<file path="src/rtl/frame_tri_scheduler.sv">
// frame_tri_scheduler: walks the instance table once per frame and issues one triangle job per handshake.
// Ports:
//   clk, rst            rising-edge clock, asynchronous active-high reset
//   frame_start, abort  start a walk / cancel the current walk
//   inst_count          valid instances including the camera (instance 0, never walked)
//   inst_rd_en/addr     instance table read; inst_tri_base/cnt return one cycle later
//   tri_valid/ready     job handshake carrying tri_inst_id, tri_idx, tri_last
//   busy, frame_done    walk in progress / one-cycle completion pulse
//   tri_issued          saturating handshake count for the current or last frame
module frame_tri_scheduler #(
    parameter int MAX_INST = 256,
    parameter int MAX_TRI_CNT = 256,
    localparam int IIDX_W = $clog2(MAX_INST),
    localparam int TIDX_W = $clog2(MAX_TRI_CNT)
) (
    input  logic              clk,
    input  logic              rst,
    input  logic              frame_start,
    input  logic              abort,
    input  logic [IIDX_W:0]   inst_count,
    output logic              inst_rd_en,
    output logic [IIDX_W-1:0] inst_rd_addr,
    input  logic [TIDX_W-1:0] inst_tri_base,
    input  logic [TIDX_W:0]   inst_tri_cnt,
    output logic              tri_valid,
    input  logic              tri_ready,
    output logic [IIDX_W-1:0] tri_inst_id,
    output logic [TIDX_W-1:0] tri_idx,
    output logic              tri_last,
    output logic              busy,
    output logic              frame_done,
    output logic [15:0]       tri_issued
);
    typedef enum logic [2:0] {IDLE, FETCH, WAIT, EMIT, DONE} state_t;
    state_t state_q, state_d;
    logic [IIDX_W:0] icnt_q, icnt_d;
    logic [IIDX_W-1:0] i_q, i_d;
    logic [TIDX_W-1:0] base_q, base_d;
    logic [TIDX_W:0] tcnt_q, tcnt_d, k_q, k_d;
    logic [15:0] issued_q, issued_d;
    logic done_q, done_d;
    logic last_inst, last_tri;
    assign last_inst = ({1'b0, i_q} + 1'b1) == icnt_q;
    assign last_tri = (k_q + 1'b1) == tcnt_q;
    always_comb begin
        state_d = state_q;
        icnt_d = icnt_q;
        i_d = i_q;
        base_d = base_q;
        tcnt_d = tcnt_q;
        k_d = k_q;
        issued_d = issued_q;
        done_d = 1'b0;
        case (state_q)
            IDLE: if (frame_start && !abort) begin
                icnt_d = inst_count;
                issued_d = '0;
                i_d = IIDX_W'(1);
                state_d = inst_count <= 1 ? DONE : FETCH;
            end
            FETCH: state_d = WAIT;
            WAIT: begin
                base_d = inst_tri_base;
                tcnt_d = inst_tri_cnt;
                k_d = '0;
                if (inst_tri_cnt != 0) state_d = EMIT;
                else if (last_inst) state_d = DONE;
                else begin
                    i_d = i_q + 1'b1;
                    state_d = FETCH;
                end
            end
            EMIT: if (tri_ready) begin
                k_d = k_q + 1'b1;
                issued_d = issued_q == 16'hFFFF ? issued_q : issued_q + 16'd1;
                if (last_tri && last_inst) state_d = DONE;
                else if (last_tri) begin
                    i_d = i_q + 1'b1;
                    state_d = FETCH;
                end
            end
            DONE: begin
                done_d = 1'b1;
                state_d = IDLE;
            end
            default: state_d = IDLE;
        endcase
        // abort overrides every transition but a same-cycle handshake still counts
        if (abort) begin
            state_d = IDLE;
            done_d = 1'b0;
        end
    end
    always_ff @(posedge clk or posedge rst) begin
        if (rst) begin
            state_q <= IDLE;
            icnt_q <= '0;
            i_q <= '0;
            base_q <= '0;
            tcnt_q <= '0;
            k_q <= '0;
            issued_q <= '0;
            done_q <= 1'b0;
        end else begin
            state_q <= state_d;
            icnt_q <= icnt_d;
            i_q <= i_d;
            base_q <= base_d;
            tcnt_q <= tcnt_d;
            k_q <= k_d;
            issued_q <= issued_d;
            done_q <= done_d;
        end
    end
    // frame_done is registered off DONE, so it lands the cycle after DONE
    assign frame_done = done_q;
    assign busy = state_q != IDLE;
    assign inst_rd_en = state_q == FETCH;
    assign inst_rd_addr = i_q;
    assign tri_valid = state_q == EMIT;
    assign tri_inst_id = i_q;
    assign tri_idx = base_q + k_q[TIDX_W-1:0];
    assign tri_last = tri_valid && last_tri;
    assign tri_issued = issued_q;
endmodule

</file>
<file path="config.mk">
export PLATFORM = sky130hd
export DESIGN_NAME = frame_tri_scheduler
export DESIGN_NICKNAME = d
export VERILOG_FILES = /design/src/rtl/frame_tri_scheduler.sv
export SDC_FILE = /design/constraint.sdc
export NUM_CORES = 1
export LEC_CHECK = 0
export ABC_AREA = 0
export CORE_ASPECT_RATIO = 0.75
export CORE_MARGIN = 3
export CORE_UTILIZATION = 50
export DETAILED_ROUTE_END_ITERATION = 16
export PLACE_DENSITY = 0.87
export SLEW_MARGIN = 5
export SYNTH_ARGS = -nofsm -noshare
export SYNTH_HDL_FRONTEND = slang
export SYNTH_SLANG_ARGS = --single-unit
</file>
<file path="constraint.sdc">
create_clock -name clk -period 3.6 [get_ports clk]
set_input_delay 0.72 -clock clk [delete_from_list [all_inputs] [get_ports clk]]
set_output_delay 0.72 -clock clk [all_outputs]
set_load 0.01 [all_outputs]
</file>
### Word level (Yosys, flattened, before mapping)

Index checks and enable logic that the tools add are counted.
W data, S select, Z words.

* output and inout port bits: 45
* flip-flop bits (word level): 63
* bits of input ports: 31
* logic and storage cells: 70

* muxes and demuxes: 24
* equal/unequal tests: 17
* add/sub/neg operators: 5
* order comparisons: 1
* reductions and logical operators: 15

Operators with widths (number)
* $mux W16: 3
* $mux W8: 6
* $pmux W16 S2: 1
* $mux W3: 8
* $pmux W8 S3: 1
* $eq A9 B9 Y1: 2
* $pmux W9 S2: 1
* $add A16 B1 Y16 const B: 1
* $eq A16 B16 Y1 const B: 1
* $pmux W3 S4: 1
* $ne A2 B2 Y1 const B: 5
* $add A8 B1 Y9 const B: 1
* $add A9 B1 Y9 const B: 1
* $le A9 B1 Y1 const B: 1
* $mux W9: 1
* $reduce_bool A9 Y1: 1
* $add A8 B1 Y8 const B: 1
* $add A8 B8 Y8: 1
* $reduce_and A7 Y1: 1
* $eq A3 B2 Y1 const B: 2
* $reduce_bool A3 Y1: 2
* $ne A2 B1 Y1 const B: 2
* $ne A4 B2 Y1 const B: 1
* $reduce_and A2 Y1: 2
* 11 further kinds: 15

### Logic depth before layout (Yosys ltp)

* depth in word-level cells: 7
* depth in mapped cells: 11
* mapped depth without buffers: 9

### Worst setup path before layout

OpenSTA, ideal clock, no wires.

* path type: register to output
* start point: register k_q[1]
* end point: output port tri_last
* stages on the path, launching flop included: 8
* setup slack: 1.060 ns
* buffers on the path: 1
* required time: 2.880 ns
* arrival: 1.820 ns
* path through: dfrtp_1 ha_1 clkbuf_1 xnor2_1 xnor2_1 nor3_1 and4_1 and3_1

* word-level cells in the longest chain between the ends: 3

Ends and longest elaborated chain
* from (decl): line 39 `logic [TIDX_W:0] tcnt_q, tcnt_d, k_q, k_d;`
* from (signal assigned): line 110 `k_q <= k_d;`
* $add A9 B1 Y9: line 44 `assign last_tri = (k_q + 1'b1) == tcnt_q;`
* $eq A9 B9 Y1: line 44
* $logic_and A1 B1 Y1: line 123 `assign tri_last = tri_valid && last_tri;`
* to (decl): line 29 `output logic tri_last,`

Every way passes these cells.

### Worst setup path in the final report

Same ends and word-level chain as after synthesis.

==> impl_metrics.py <==
metrics = {
    "clock_tree": {
        "cts_max_path_buffers": 2,
        "numClockSinks": 63,
        "clk_latency_ps": 350,
        "root_buffer": "clkbuf_8",
        "cts_made_buffers": 9,
        "clk_pin_slew_worst_paths_ps": 70,
        "cts_hold_buf": 0,
        "htree_levels": 3,
        "tritoncts": "done",
    },
    "critical_path": {
        "worstSetupStartpoint": "k_q[1]",
        "worst_path_max_delay_cell": "clkdlybuf4s50_1",
        "cp_max_fo": 10,
        "cp_slowest_stage_delay_ps": 550,
        "critical_path_cell_count": 7,
        "worst-setup-path-type": "reg -> out",
        "r2r_start": "inst_rd_addr[0]",
        "cpMostUsedCell": "and3_1",
        "crit_chain": "ha_2 > and3_1 > nor4_2 > a211o_1 > and4_2 > and3_1 > clkdlybuf4s50_1",
        "path_delay_family": "simple AND/OR/NAND/NOR gates",
        "r2r_cells": 8,
        "crit_path_end_kind": "output pin",
        "critPathArrivalTime_ps": 2740,
        "cp.required_ps": 2880,
        "crit_path_start_kind": "register",
        "worst-path-buf-inv": 1,
    },
    "layout": {
        "fin_area_um2": 5000,
        "drive_gt1_share_pct": 14.0,
        "seq_area_um2": 1580,
        "layout_commonest_cell": "clkdlybuf4s50_1",
        "layout_common_cells": "74 x clkdlybuf4s50_1, 61 x dfrtp_1, 36 x nand2_1",
        "fillers": 595,
        "num-nets-final": 524,
        "utilization_pct": 66.4,
        "n_antenna_cell": 0,
        "multi_input_area_um2": 2190,
        "syn_to_final_growth_pct": 26.0,
    },
    "sta": {
        "finalCriticalPeriod_ps": 3460,
        "worst_pin_slew_ps": 690,
        "hold_viol_final": 0,
        "finalSetupViolCount": 0,
        "min_period_over_period_pct": 96.2,
        "slew_headroom_pct": 54.0,
        "max_freq_mhz": 289,
        "clock_skew_ps": 5.73,
        "report.final.slew_viol_count": 0,
    },
    "synth": {
        "synth-main-ff-cell": "dfrtp_1",
        "yosysSeqAreaShare_pct": 39.7,
        "synth_top_family_by_area": "simple AND/OR/NAND/NOR gates",
        "synth.cell_area_um2": 3970,
        "synth_edf_count": 0,
        "ys_warn_count": 0,
        "synthCells": 418,
        "synth.distinct_cells": 65,
        "yosys.area_share.simple_pct": 20.2,
        "muxShareOfSynthArea_pct": 8.36,
        "synth-xor-area-share_pct": 8.17,
        "syn-mean-instance-area_um2": 9.49,
        "async_reset_ff_share_pct": 100,
        "ys_seq_elements": 63,
        "synth_compound_area_share_pct": 14.5,
        "syn-num-nets": 460,
        "synthAdderAreaFrac_pct": 3.66,
    },
    "power": {
        "pwr-share-seq_pct": 32.4,
        "p_sw_mw": 1.51,
        "power_density_nw_per_um2": 765,
        "leakage_nw": 2.08,
        "pwr-share-comb_pct": 48.8,
        "power.switching_fraction_pct": 39.4,
        "intPower_mw": 2.32,
        "peakVddDrop_uv": 430,
        "power.total_mw": 3.83,
        "clkPwrFrac_pct": 18.7,
    },
    "drt": {
        "wl_per_cell_um": 17.4,
        "wl_um": 10200,
        "vias": 3421,
        "drt-pass1-iter-count": 5,
        "drt_iter0_markers": 260,
        "vias_per_cell": 5.82,
        "drc": 0,
        "antenna_left": 0,
    },
    "global_routing": {
        "track_usage_pct": 23.5,
        "grt_pass1_wl_um": 16800,
        "grt_overflow": 0,
        "grt_max_degree": 30,
        "grt_pass1_vias": 3436,
        "antenna_found_initial": 0,
    },
    "floorplan": {
        "fp.dieH_um": 83.1,
        "ios": 76,
        "start_util_pct": 52.7,
        "rows": 27,
        "dieArea_um2": 9050,
        "core_um2": 7530,
        "chipWidth_um": 109,
    },
    "placement": {
        "place_hpwl_um": 7660,
        "placed_cell_area_um2": 4740,
        "port_buffers": 75,
        "gp_congestion": 0.918,
    },
    "hold_path": {
        "hold_path_class": "reg -> reg",
        "whs_path_depth": 1,
        "hold_start": "k_q[8]",
    },
    "status": {
        "status": "finished, final reports clean",
    },
    "run": {
        "cap_violations": 0,
    },
}
cell usage after synthesis, types with 4 or more instances:
| master | n | share of area [%] |
|---|---|---|
| and3_1 | 11 | 1.7 |
| and2_1 | 5 | 0.79 |
| nor3_1 | 14 | 1.8 |
| xor2_1 | 14 | 3.1 |
| xnor2_1 | 23 | 5.1 |
| inv_1 | 14 | 1.3 |
| nand2_1 | 36 | 3.4 |
| nand4_1 | 9 | 1.4 |
| buf_4 | 9 | 1.7 |
| mux2i_1 | 5 | 1.3 |
| a21oi_1 | 12 | 1.5 |
| nand3_1 | 12 | 1.5 |
| ha_1 | 10 | 3.2 |
| nor2_1 | 28 | 2.6 |
| nor2b_1 | 9 | 1.4 |
| o22a_1 | 4 | 0.88 |
| o21ai_0 | 18 | 2.3 |
| nor4_1 | 6 | 0.95 |
| dfrtp_1 | 63 | 40 |
| nand2b_1 | 6 | 0.95 |
| mux2_2 | 25 | 7.1 |
| clkbuf_1 | 13 | 1.2 |
| buf_2 | 6 | 0.76 |
power by group through the flow:
| stage | clock (mW) | combinational, mW | sequential (mW) |
|---|---|---|---|
| 4_1_cts | 0.725 | 1.84 | 1.23 |
| 3_3_place_gp | 0 | 1.76 | 1.23 |
| 6_report | 0.716 | 1.87 | 1.24 |
| 3_5_place_dp | 0 | 1.83 | 1.25 |
| 2_1_floorplan | 0 | 1.29 | 1.08 |
| 5_1_grt | 0.753 | 2.04 | 1.28 |
worst paths after layout:
path | end | slack (ps)
max in group asynchronous | inst_rd_addr[4] | 2330
min in group asynchronous | tri_issued[1] | 610
min | k_q[8] | 510
max reg2reg | state_q[2] | 850
max | tri_last | 140
min reg2reg | k_q[8] | 510
state kept, by name, indices dropped and copies added, names as in the netlist:
| name | cells |
|---|---|
| tri_issued | 16 |
| tcnt_q | 9 |
| base_q | 8 |
| state_q | 3 |
| inst_rd_addr | 8 |
| icnt_q | 9 |
| frame_done | 1 |
| k_q | 9 |
cell type report:
cell class | count | share of cell area, %
multi-input cells | 310 | 43.8
flip-flops and latches | 63 | 31.6
repair buffers | 84 | 16.4
clock buffers | 10 | 2.75
well taps | 101 | 2.53
clock inverters | 6 | 1.85
inverters | 14 | 1.05
logic make-up (layout without fill, tap and decap cells):
family | after synthesis | count (layout)
adders and majority gates | 11 | 11
xor gates and xnor gates | 37 | 37
muxes | 30 | 30
and+or+nand+nor | 153 | 153
AOI/OAI and AO/OA | 79 | 79
DFF | 63 | 63
buffers and inverters | 45 | 114
stage by stage:
stage                     TNS [ps]  setup WS [ps]  hold WS (ps)  cells
after floorplan                  0           1060           473    418
after detailed placement         0            289           507    571
after CTS                        0           6.98           517    587
after global placement           0            409           491    571
after global routing         -16.2          -8.49           545    588
final                            0            138           514    588
what timing repair did:
item                       CTS  global route
setup buffers                0             1
resized for setup            1             6
cloned                       0             0
setup endpoints to repair    2             3
routing by layer:
layer | wire (um) | share of wire [%] | GRT usage, % | vias up
met5 | 0 | 0 | 0 | -
met4 | 189 | 1.9 | 8.49 | 0
met3 | 838 | 8.2 | 6.06 | 19
met2 | 4450 | 44 | 34.1 | 166
met1 | 4730 | 46 | 33.7 | 1622
li1 | - | - | - | 1614
(Power assumes the default switching activity.)
